[src/rtl/if_stage.sv]
`default_nettype none
// ============================================================================
// Module   : if_stage
// Purpose  : MIPS fetch stage with IF/ID register; optional IF_PERF_CNT_EN
//            macro adds fetch/bubble counters.
// Revision : 1.0
// ============================================================================
module if_stage #(
  parameter logic [31:0] RESET_PC  = 32'h0000_0000,
  parameter logic [31:0] HALT_WORD = 32'hFFFF_FFFF,
  parameter logic [31:0] NOP_WORD  = 32'h0000_0000
) (
  input  logic        clk_i,
  input  logic        rst_i,
  input  logic        stall_i,
  input  logic        flush_i,
  input  logic        branch_taken_i,
  input  logic [31:0] branch_target_i,
  input  logic        jump_i,
  input  logic [25:0] jump_index_i,
  output logic [31:0] imem_addr_o,
  input  logic [31:0] imem_data_i,
  output logic [31:0] pc_o,
  output logic [31:0] if_id_instr_o,
  output logic [31:0] if_id_pc4_o,
  output logic        if_id_valid_o,
  output logic [5:0]  instr_op_o,
  output logic        halted_o
`ifdef IF_PERF_CNT_EN
  ,
  output logic [31:0] fetch_cnt_o,
  output logic [31:0] bubble_cnt_o
`endif
);

  typedef enum logic [1:0] {
    ST_BOOT = 2'd0,
    ST_RUN  = 2'd1,
    ST_HALT = 2'd2
  } state_t;

  state_t      state_q, state_d;
  logic [31:0] pc_q, pc_d;
  logic [31:0] instr_q, instr_d;
  logic [31:0] pc4_q, pc4_d;
  logic        valid_q, valid_d;

  logic [31:0] pc_plus4;
  logic [31:0] branch_pc;
  logic [31:0] jump_pc;
  logic        bubble;
  logic        fetch;

  assign pc_plus4  = pc_q + 32'd4;
  assign branch_pc = {branch_target_i[31:2], 2'b00};
  assign jump_pc   = {pc4_q[31:28], jump_index_i, 2'b00};

  always_comb begin
    state_d = state_q;
    pc_d    = pc_q;
    instr_d = instr_q;
    pc4_d   = pc4_q;
    valid_d = valid_q;
    bubble  = 1'b0;
    fetch   = 1'b0;

    case (state_q)
      ST_BOOT: begin
        state_d = ST_RUN;
        bubble  = 1'b1;
      end
      ST_RUN: begin
        if (branch_taken_i) begin
          pc_d   = branch_pc;
          bubble = 1'b1;
        end else if (jump_i) begin
          pc_d   = jump_pc;
          bubble = 1'b1;
        end else if (stall_i) begin
          bubble = flush_i;
        end else if (imem_data_i == HALT_WORD) begin
          // The halt word never reaches ID; PC parks on it.
          state_d = ST_HALT;
          bubble  = 1'b1;
        end else begin
          pc_d   = pc_plus4;
          bubble = flush_i;
          fetch  = ~flush_i;
        end
      end
      ST_HALT: begin
        bubble = 1'b1;
        if (branch_taken_i) begin
          state_d = ST_RUN;
          pc_d    = branch_pc;
        end
      end
      default: begin
        state_d = ST_BOOT;
        bubble  = 1'b1;
      end
    endcase

    if (bubble) begin
      instr_d = NOP_WORD;
      pc4_d   = 32'd0;
      valid_d = 1'b0;
    end else if (fetch) begin
      instr_d = imem_data_i;
      pc4_d   = pc_plus4;
      valid_d = 1'b1;
    end
  end

  always_ff @(posedge clk_i) begin
    if (!rst_i) begin
      state_q <= ST_BOOT;
      pc_q    <= RESET_PC;
      instr_q <= NOP_WORD;
      pc4_q   <= 32'd0;
      valid_q <= 1'b0;
    end else begin
      state_q <= state_d;
      pc_q    <= pc_d;
      instr_q <= instr_d;
      pc4_q   <= pc4_d;
      valid_q <= valid_d;
    end
  end

`ifdef IF_PERF_CNT_EN
  logic [31:0] fetch_cnt_q, fetch_cnt_d;
  logic [31:0] bubble_cnt_q, bubble_cnt_d;

  always_comb begin
    fetch_cnt_d  = fetch_cnt_q + {31'd0, fetch};
    bubble_cnt_d = bubble_cnt_q + {31'd0, (bubble && (state_q != ST_BOOT))};
  end

  always_ff @(posedge clk_i) begin
    if (!rst_i) begin
      fetch_cnt_q  <= 32'd0;
      bubble_cnt_q <= 32'd0;
    end else begin
      fetch_cnt_q  <= fetch_cnt_d;
      bubble_cnt_q <= bubble_cnt_d;
    end
  end

  assign fetch_cnt_o  = fetch_cnt_q;
  assign bubble_cnt_o = bubble_cnt_q;
`endif

  assign imem_addr_o   = pc_q;
  assign pc_o          = pc_q;
  assign if_id_instr_o = instr_q;
  assign if_id_pc4_o   = pc4_q;
  assign if_id_valid_o = valid_q;
  assign instr_op_o    = instr_q[31:26];
  assign halted_o      = (state_q == ST_HALT);

endmodule
`default_nettype wire

[config.mk]
export PLATFORM = sky130hd
export DESIGN_NAME = if_stage
export DESIGN_NICKNAME = d
export VERILOG_FILES = /design/src/rtl/if_stage.sv
export SDC_FILE = /design/constraint.sdc
export NUM_CORES = 1
export LEC_CHECK = 0
export CAP_MARGIN = 5
export CELL_PAD_IN_SITES_DETAIL_PLACEMENT = 1
export CELL_PAD_IN_SITES_GLOBAL_PLACEMENT = 2
export CORE_ASPECT_RATIO = 0.8
export CORE_MARGIN = 10
export CORE_UTILIZATION = 22
export DETAILED_ROUTE_END_ITERATION = 10
export PLACE_DENSITY_LB_ADDON = 0.3
export SLEW_MARGIN = 20
export SYNTH_ARGS = -nofsm -noshare
export SYNTH_HDL_FRONTEND = slang
export SYNTH_SLANG_ARGS = --single-unit
[constraint.sdc]
create_clock -name clk_i -period 2.5 [get_ports clk_i]
set_input_delay 0.25 -clock clk_i [delete_from_list [all_inputs] [get_ports clk_i]]
set_output_delay 0.25 -clock clk_i [all_outputs]
set_load 0.1 [all_outputs]
==> results.md, run 1 <==
* Syn_area_per_cell at 7.968 µm²
* Die Y at 155.6 µm
* Prevailing post-synth register cell: dfxtp_1
* Worst Hold Class: in2reg
* GPL Wtd Cong at 0.8397
* Max Cap Violations at 0
* EDFF count, synth at 0
* TritonCTS Buffers at 9
* Row cnt at 49
* Post-route ant nets at 0
* # DRC at 0
* Drt pass-1 iters at 6
* Final Skew at 0.007875 ns
* Synth warn at 0
* Area of the multi-input gates at 0.002635 mm²
* Period utilisation layout at 92.35%
* Final WL at 23070 µm
* Cells after Synth at 635
* Final Total Pwr at 4.891 mW
* Max Buffers Root-to-Sink at 2
* Tightest Pin Transition at 0.5973 ns
* Most frequent cells in the layout: buf_4 (172), nand2_1 (111), clkdlybuf4s50_1 (93), dfxtp_1 (75), a21oi_1 (73)
* Register area at 0.001927 mm²
* Largest net degree at the start of global routing at 34
* Clock-pin slew on the worst setup and hold paths at 0.08 ns
* Critical path data required time at 2.74 ns
* First-pass GRT wire length at 34960 µm
* Slowest Stage Delay on Critical Path at 0.58 ns
* CTS tree: yes
* Status: finished, final reports clean
* Sequential share of the synthesized area at 37.59%
* Layout cells sized above 1 at 30.06%
* Die area at 0.02950 mm²
* DP Wirelength at 18050 µm
* Vias in the first global route at 5702
* Leakage power at 2.876 nW
* Core box area at 0.02256 mm²
* Arr. time, crit path at 2.55 ns
* P per Cell Area at 635.1 mW/mm²
* Total gr overflow at 0
* Io pins at 232
* Setup violators final at 0
* I/O Buffers at 223
* Post-synth ARST share at 0%
* Vias at 5384
* P&R area growth vs syn at 52.20%
* Antenna violations before repair at 2
* CTS sink cnt at 95
* Relative slew slack at 59.81%
* Post-Syn Area at 0.005060 mm²
* Via/cell ratio at 4.670
* NumNets Final at 940
* Post-synth cell types at 54
* Final worst slack at 0.1911 ns
* Slowest CP cell: or4_4
* Most common cell after layout, fill and taps aside: buf_4
* Root Buffer: clkbuf_16
* Fin crit period at 2.309 ns
* Crit. End Element: flip-flop
* Drt wl/cell at 20.01 µm
* Clk_lat worst skew at 0.36 ns
* CP delay by family, top: simple AND/OR/NAND/NOR gates
* CP bufs+invs at 2
* DRT iter0 DRCs at 275
* RSZ-0062 raised after global routing: no
* H-Tree Depth at 3
* GRT Overall Usage at 15.13%
* Worst-path fanout max at 33
* Critical path class: in2reg
* Yosys reg bits at 95
* Max-slew violation total from the final report at 0
* CP Launch Type: primary input
* Place WS at -0.2484 ns
* Chip Width at 189.6 µm
* Filler cells at 2717
* Cell Chain, Critical Path: clkdlybuf4s50_1, nand4_1, or4_4, or2_1, nor2_1, or4_2, buf_12, a211oi_1
* Maximum VDD drop at 0.2596 mV
* Final Hold Vio Count at 0
* Initial Util at 22.43%
* F_max at 433.1 MHz
-- through the flow --
| stage | std cells | util [%] | setup TNS, ns | instance area, µm² | hold WS, ns |
|---|---|---|---|---|---|
| detailed placement | 1135 | 32.81 | -19.27 | 7402 | 0.4471 |
| global placement | 1135 | 32.81 | -14.04 | 7402 | 0.4446 |
| finish | 1153 | 34.13 | 0 | 7701 | 0.4432 |
| global route | 1151 | 34.11 | 0 | 7696 | 0.4469 |
| floorplan | 640 | - | 0 | 5106 | 0.3769 |
| CTS | 1151 | 34.09 | 0 | 7692 | 0.4320 |
-- Yosys cell counts (2+ instances only) --
cell type  instances  area, µm²
and2_1             3      18.77
a22oi_1            4      30.03
a221oi_1           2      17.52
o211ai_1           7      52.55
a21oi_1           73      365.4
inv_1              4      15.01
nor2_1            50      187.7
nor3_1            17      85.08
dfxtp_1           95       1902
a222oi_1           5      50.05
and3_1             4      25.02
xor2_1            15      131.4
nand2_1          111      416.7
o32ai_1            7      61.31
a31o_2             4      35.03
o221a_2            2      22.52
o21ai_0           30      150.1
o21bai_1           2      15.01
nor2b_1            5      31.28
a211oi_1           5      37.54
xnor2_1           13      113.9
a211oi_2          19      237.7
clkbuf_1          21      78.83
a22o_1             6      52.55
o21ba_2            2      20.02
or4_1              3      22.52
o31ai_1            2      15.01
buf_2             14      70.07
buf_1              2      7.510
ha_1               4      50.05
nand4_1           18      112.6
and4_1             2      17.52
buf_4             45      337.8
nand3_1           16      80.08
buf_6              4      45.04
-- repair_timing --
action	in CTS	in global routing
gates resized for setup	0	1
hold buffers	0	0
buffers inserted	0	0
endpoints found under the setup margin	0	11
-- report_power, final --
part           switching (mW)  total [mW]  internal [mW]
Sequential              0.133        1.72           1.58
Clock                   0.705        1.41          0.702
Combinational            1.26        1.77          0.504
-- sequential cells by signal, indices dropped and copies added (netlist names) --
| name | cells |
|---|---|
| state_q | 2 |
| if_id_instr_o | 32 |
| imem_addr_o | 30 |
| if_id_valid_o | 1 |
| if_id_pc4_o | 30 |
-- cell type report --
cell class / count / share of cell area, %
clock inverters: 7 / 0.8448
multi-input cells: 453 / 34.22
repair buffers: 276 / 31.71
inverters: 5 / 0.2437
clock buffers: 9 / 2.924
diodes: 2 / 0.06499
well taps: 306 / 4.972
flip-flops and latches: 95 / 25.02
-- metal layers --
layer,global-route usage [%],routed length [µm],part of all wire (%),up-vias
li1,-,-,-,2614
met1,18.53,10180,44,2624
met2,26.26,11480,50,133
met3,3.374,1158,5.0,13
met4,3.772,250,1.1,0
met5,0,0,0,-
-- worst register-to-register path, stage by stage, from the launching register on --
cell      delay [ns]
dfxtp_1         0.33
inv_1           0.09
ha_1            0.20
or3b_1          0.41
or4_2           0.66
buf_12          0.24
a211oi_1        0.24
-- worst paths after layout --
check / endpoint / depth (start not counted) / slack, ns / from
max: if_id_pc4_o[19] / 8 / 0.19 / imem_data_i[27]
min: imem_addr_o[6] / 3 / 0.44 / branch_target_i[6]
max reg2reg: if_id_pc4_o[19] / 6 / 0.25 / state_q[1]
min reg2reg: if_id_instr_o[17] / 2 / 0.46 / if_id_instr_o[17]
-- kinds of logic after synthesis --
group / Yosys count / share of synthesized area, %
AO/OA/AOI/OAI: 177 / 24.28
XOR/XNOR: 28 / 4.847
adder cells (fa/ha/maj): 4 / 0.9892
buffers and inverters: 92 / 11.13
flip-flops: 95 / 37.59
multiplexers: 1 / 0.1978
other: 1 / 0.07411
AND/OR/NAND/NOR: 237 / 20.90
Note: power is estimated with default switching activity, not from simulation.
==> run 2: changes to the inputs <==
SKIP_CTS_REPAIR_TIMING = 1   (was default)
clock period = 2.58 ns   (was 2.5 ns; I/O delays follow)
==> results.md, run 2 (synthesis gave the netlist of run 1 again) <==
* Register area at 0.001919 mm²
* GRT Overall Usage at 15.36%
* Clk_lat worst skew at 0.35 ns
* First-pass GRT wire length at 35540 µm
* NumNets Final at 934
* Status: finished, final reports clean
* Tightest Pin Transition at 0.6213 ns
* Final Hold Vio Count at 0
* Setup violators final at 0
* Final Total Pwr at 4.982 mW
* DP Wirelength at 18170 µm
* Largest net degree at the start of global routing at 34
* Die area at 0.02950 mm²
* Filler cells at 2702
* Max Cap Violations at 0
* Drt wl/cell at 20.30 µm
* Non-Filler Instances at 1145
* CTS sink cnt at 95
* Relative slew slack at 58.20%
* P&R area growth vs syn at 51.71%
* Most common cell after layout, fill and taps aside: buf_4
* P per Cell Area at 649.1 mW/mm²
* Final Skew at 0.005925 ns
* Max reg flops at 32
* Post-layout util at 34.02%
* Arr. time, crit path at 2.62 ns
* Launch point of the worst path: imem_data_i[27]
* Chip Width at 189.6 µm
* Layout cells sized above 1 at 28.72%
* Core box area at 0.02256 mm²
* Fin crit period at 2.357 ns
* Cell Chain, Critical Path: clkdlybuf4s50_1, nand4_1, or4_1, or2_1, a22oi_4, buf_12, buf_4, a21oi_1, o32ai_1
* Post-route ant nets at 0
* Crit. End Element: flip-flop
* RSZ-0062 raised after global routing: no
* Slowest CP cell: or4_1
* TritonCTS Buffers at 9
* # DRC at 0
* Io pins at 232
* Worst Hold Class: in2reg
* Inserted Diodes at 0
* Row cnt at 49
* CTS tree: yes
* Initial Util at 22.43%
* H-Tree Depth at 3
* Critical path class: in2reg
* Worst reg2reg path startpoint: state_q[1]
* Die Y at 155.6 µm
* Total gr overflow at 0
* Hold_sp: branch_target_i[6]
* Period utilisation layout at 91.37%
* Critical path data required time at 2.84 ns
* Area of the multi-input gates at 0.002631 mm²
* Max-slew violation total from the final report at 0
* Vias in the first global route at 5960
* DRT iter0 DRCs at 200
* F_max at 424.2 MHz
* Via/cell ratio at 4.702
* Dpl cells at 1129
* Maximum VDD drop at 0.2829 mV
* Antenna violations before repair at 0
* Most frequent cells in the layout: buf_4 (168), nand2_1 (111), clkdlybuf4s50_1 (93), dfxtp_1 (81), a21oi_1 (73)
* I/O Buffers at 223
* Leakage power at 2.863 nW
* Clock-pin slew on the worst setup and hold paths at 0.08 ns
* GPL Wtd Cong at 0.8515
* Final WL at 23240 µm
* Vias at 5384
* Max Buffers Root-to-Sink at 2
* Slowest Stage Delay on Critical Path at 0.65 ns
* Drt pass-1 iters at 4
* CP Launch Type: primary input
* Root Buffer: clkbuf_16
* Worst-path fanout max at 21
-- run 2: cell count changes in the layout (fill, tap and decap cells not counted), moves of 2 or more --
| cell | before | now |
|---|---|---|
| dfxtp_2 | 20 | 14 |
| bufinv_16 | 0 | 3 |
| buf_12 | 11 | 9 |
| diode_2 | 2 | 0 |
| buf_4 | 172 | 168 |
| clkinv_4 | 2 | 0 |
| dfxtp_1 | 75 | 81 |
-- run 2: worst paths after layout --
path / to / slack, ns / cells past startpoint
max: imem_addr_o[21] / 0.22 / 9
min: imem_addr_o[6] / 0.45 / 3
max reg2reg: if_id_instr_o[7] / 0.34 / 8
min reg2reg: if_id_instr_o[0] / 0.46 / 2
-- run 2: stage by stage --
stage	instance area, µm²	worst slack [ns]	hold slack, ns	TNS (ns)
after global placement	7325	-0.1350	0.4452	-9.058
after CTS	7676	0.2129	0.4423	0
after detailed placement	7325	-0.1566	0.4502	-11.22
final	7676	0.2226	0.4532	0
after global routing	7676	0.08714	0.4730	0
after floorplan	5099	0.01874	0.3849	0
-- run 2: layer usage --
layer	vias up	GRT usage, %	wire length (µm)
li1	2598	-	-
met4	0	3.584	348
met5	-	0	0
met2	134	26.60	11470
met1	2633	18.77	10330
met3	19	3.731	1099
-- run 2: cell type report --
cell class                 instances  area share [%]
clock buffer                       9           2.934
clock inverter                     7           1.646
inverter                           5          0.2445
multi-input combinational        453           34.28
sequential                        95           25.00
tap                              306           4.988
timing repair buffer             270           30.90
-- run 2: worst max-delay path: cells and delay by family --
family | cells | cell delay [ns]
buffers and inverters | 3 | 0.84
AND/OR/NAND/NOR | 3 | 1.14
AO/OA/AOI/OAI | 3 | 0.38
-- run 2: where the power goes --
part / total (mW) / internal [mW] / switching, mW / leakage (nW)
clock: 1.63 / 0.963 / 0.662 / 0.169
sequential: 1.66 / 1.53 / 0.129 / 0.775
combinational: 1.70 / 0.474 / 1.22 / 1.92
==> run 3: changes to the inputs <==
CTS_CLUSTER_DIAMETER = 120   (was default)
==> results of run 3 <==
Same layout as run 2: the final DEF is identical, and so are final timing and power.
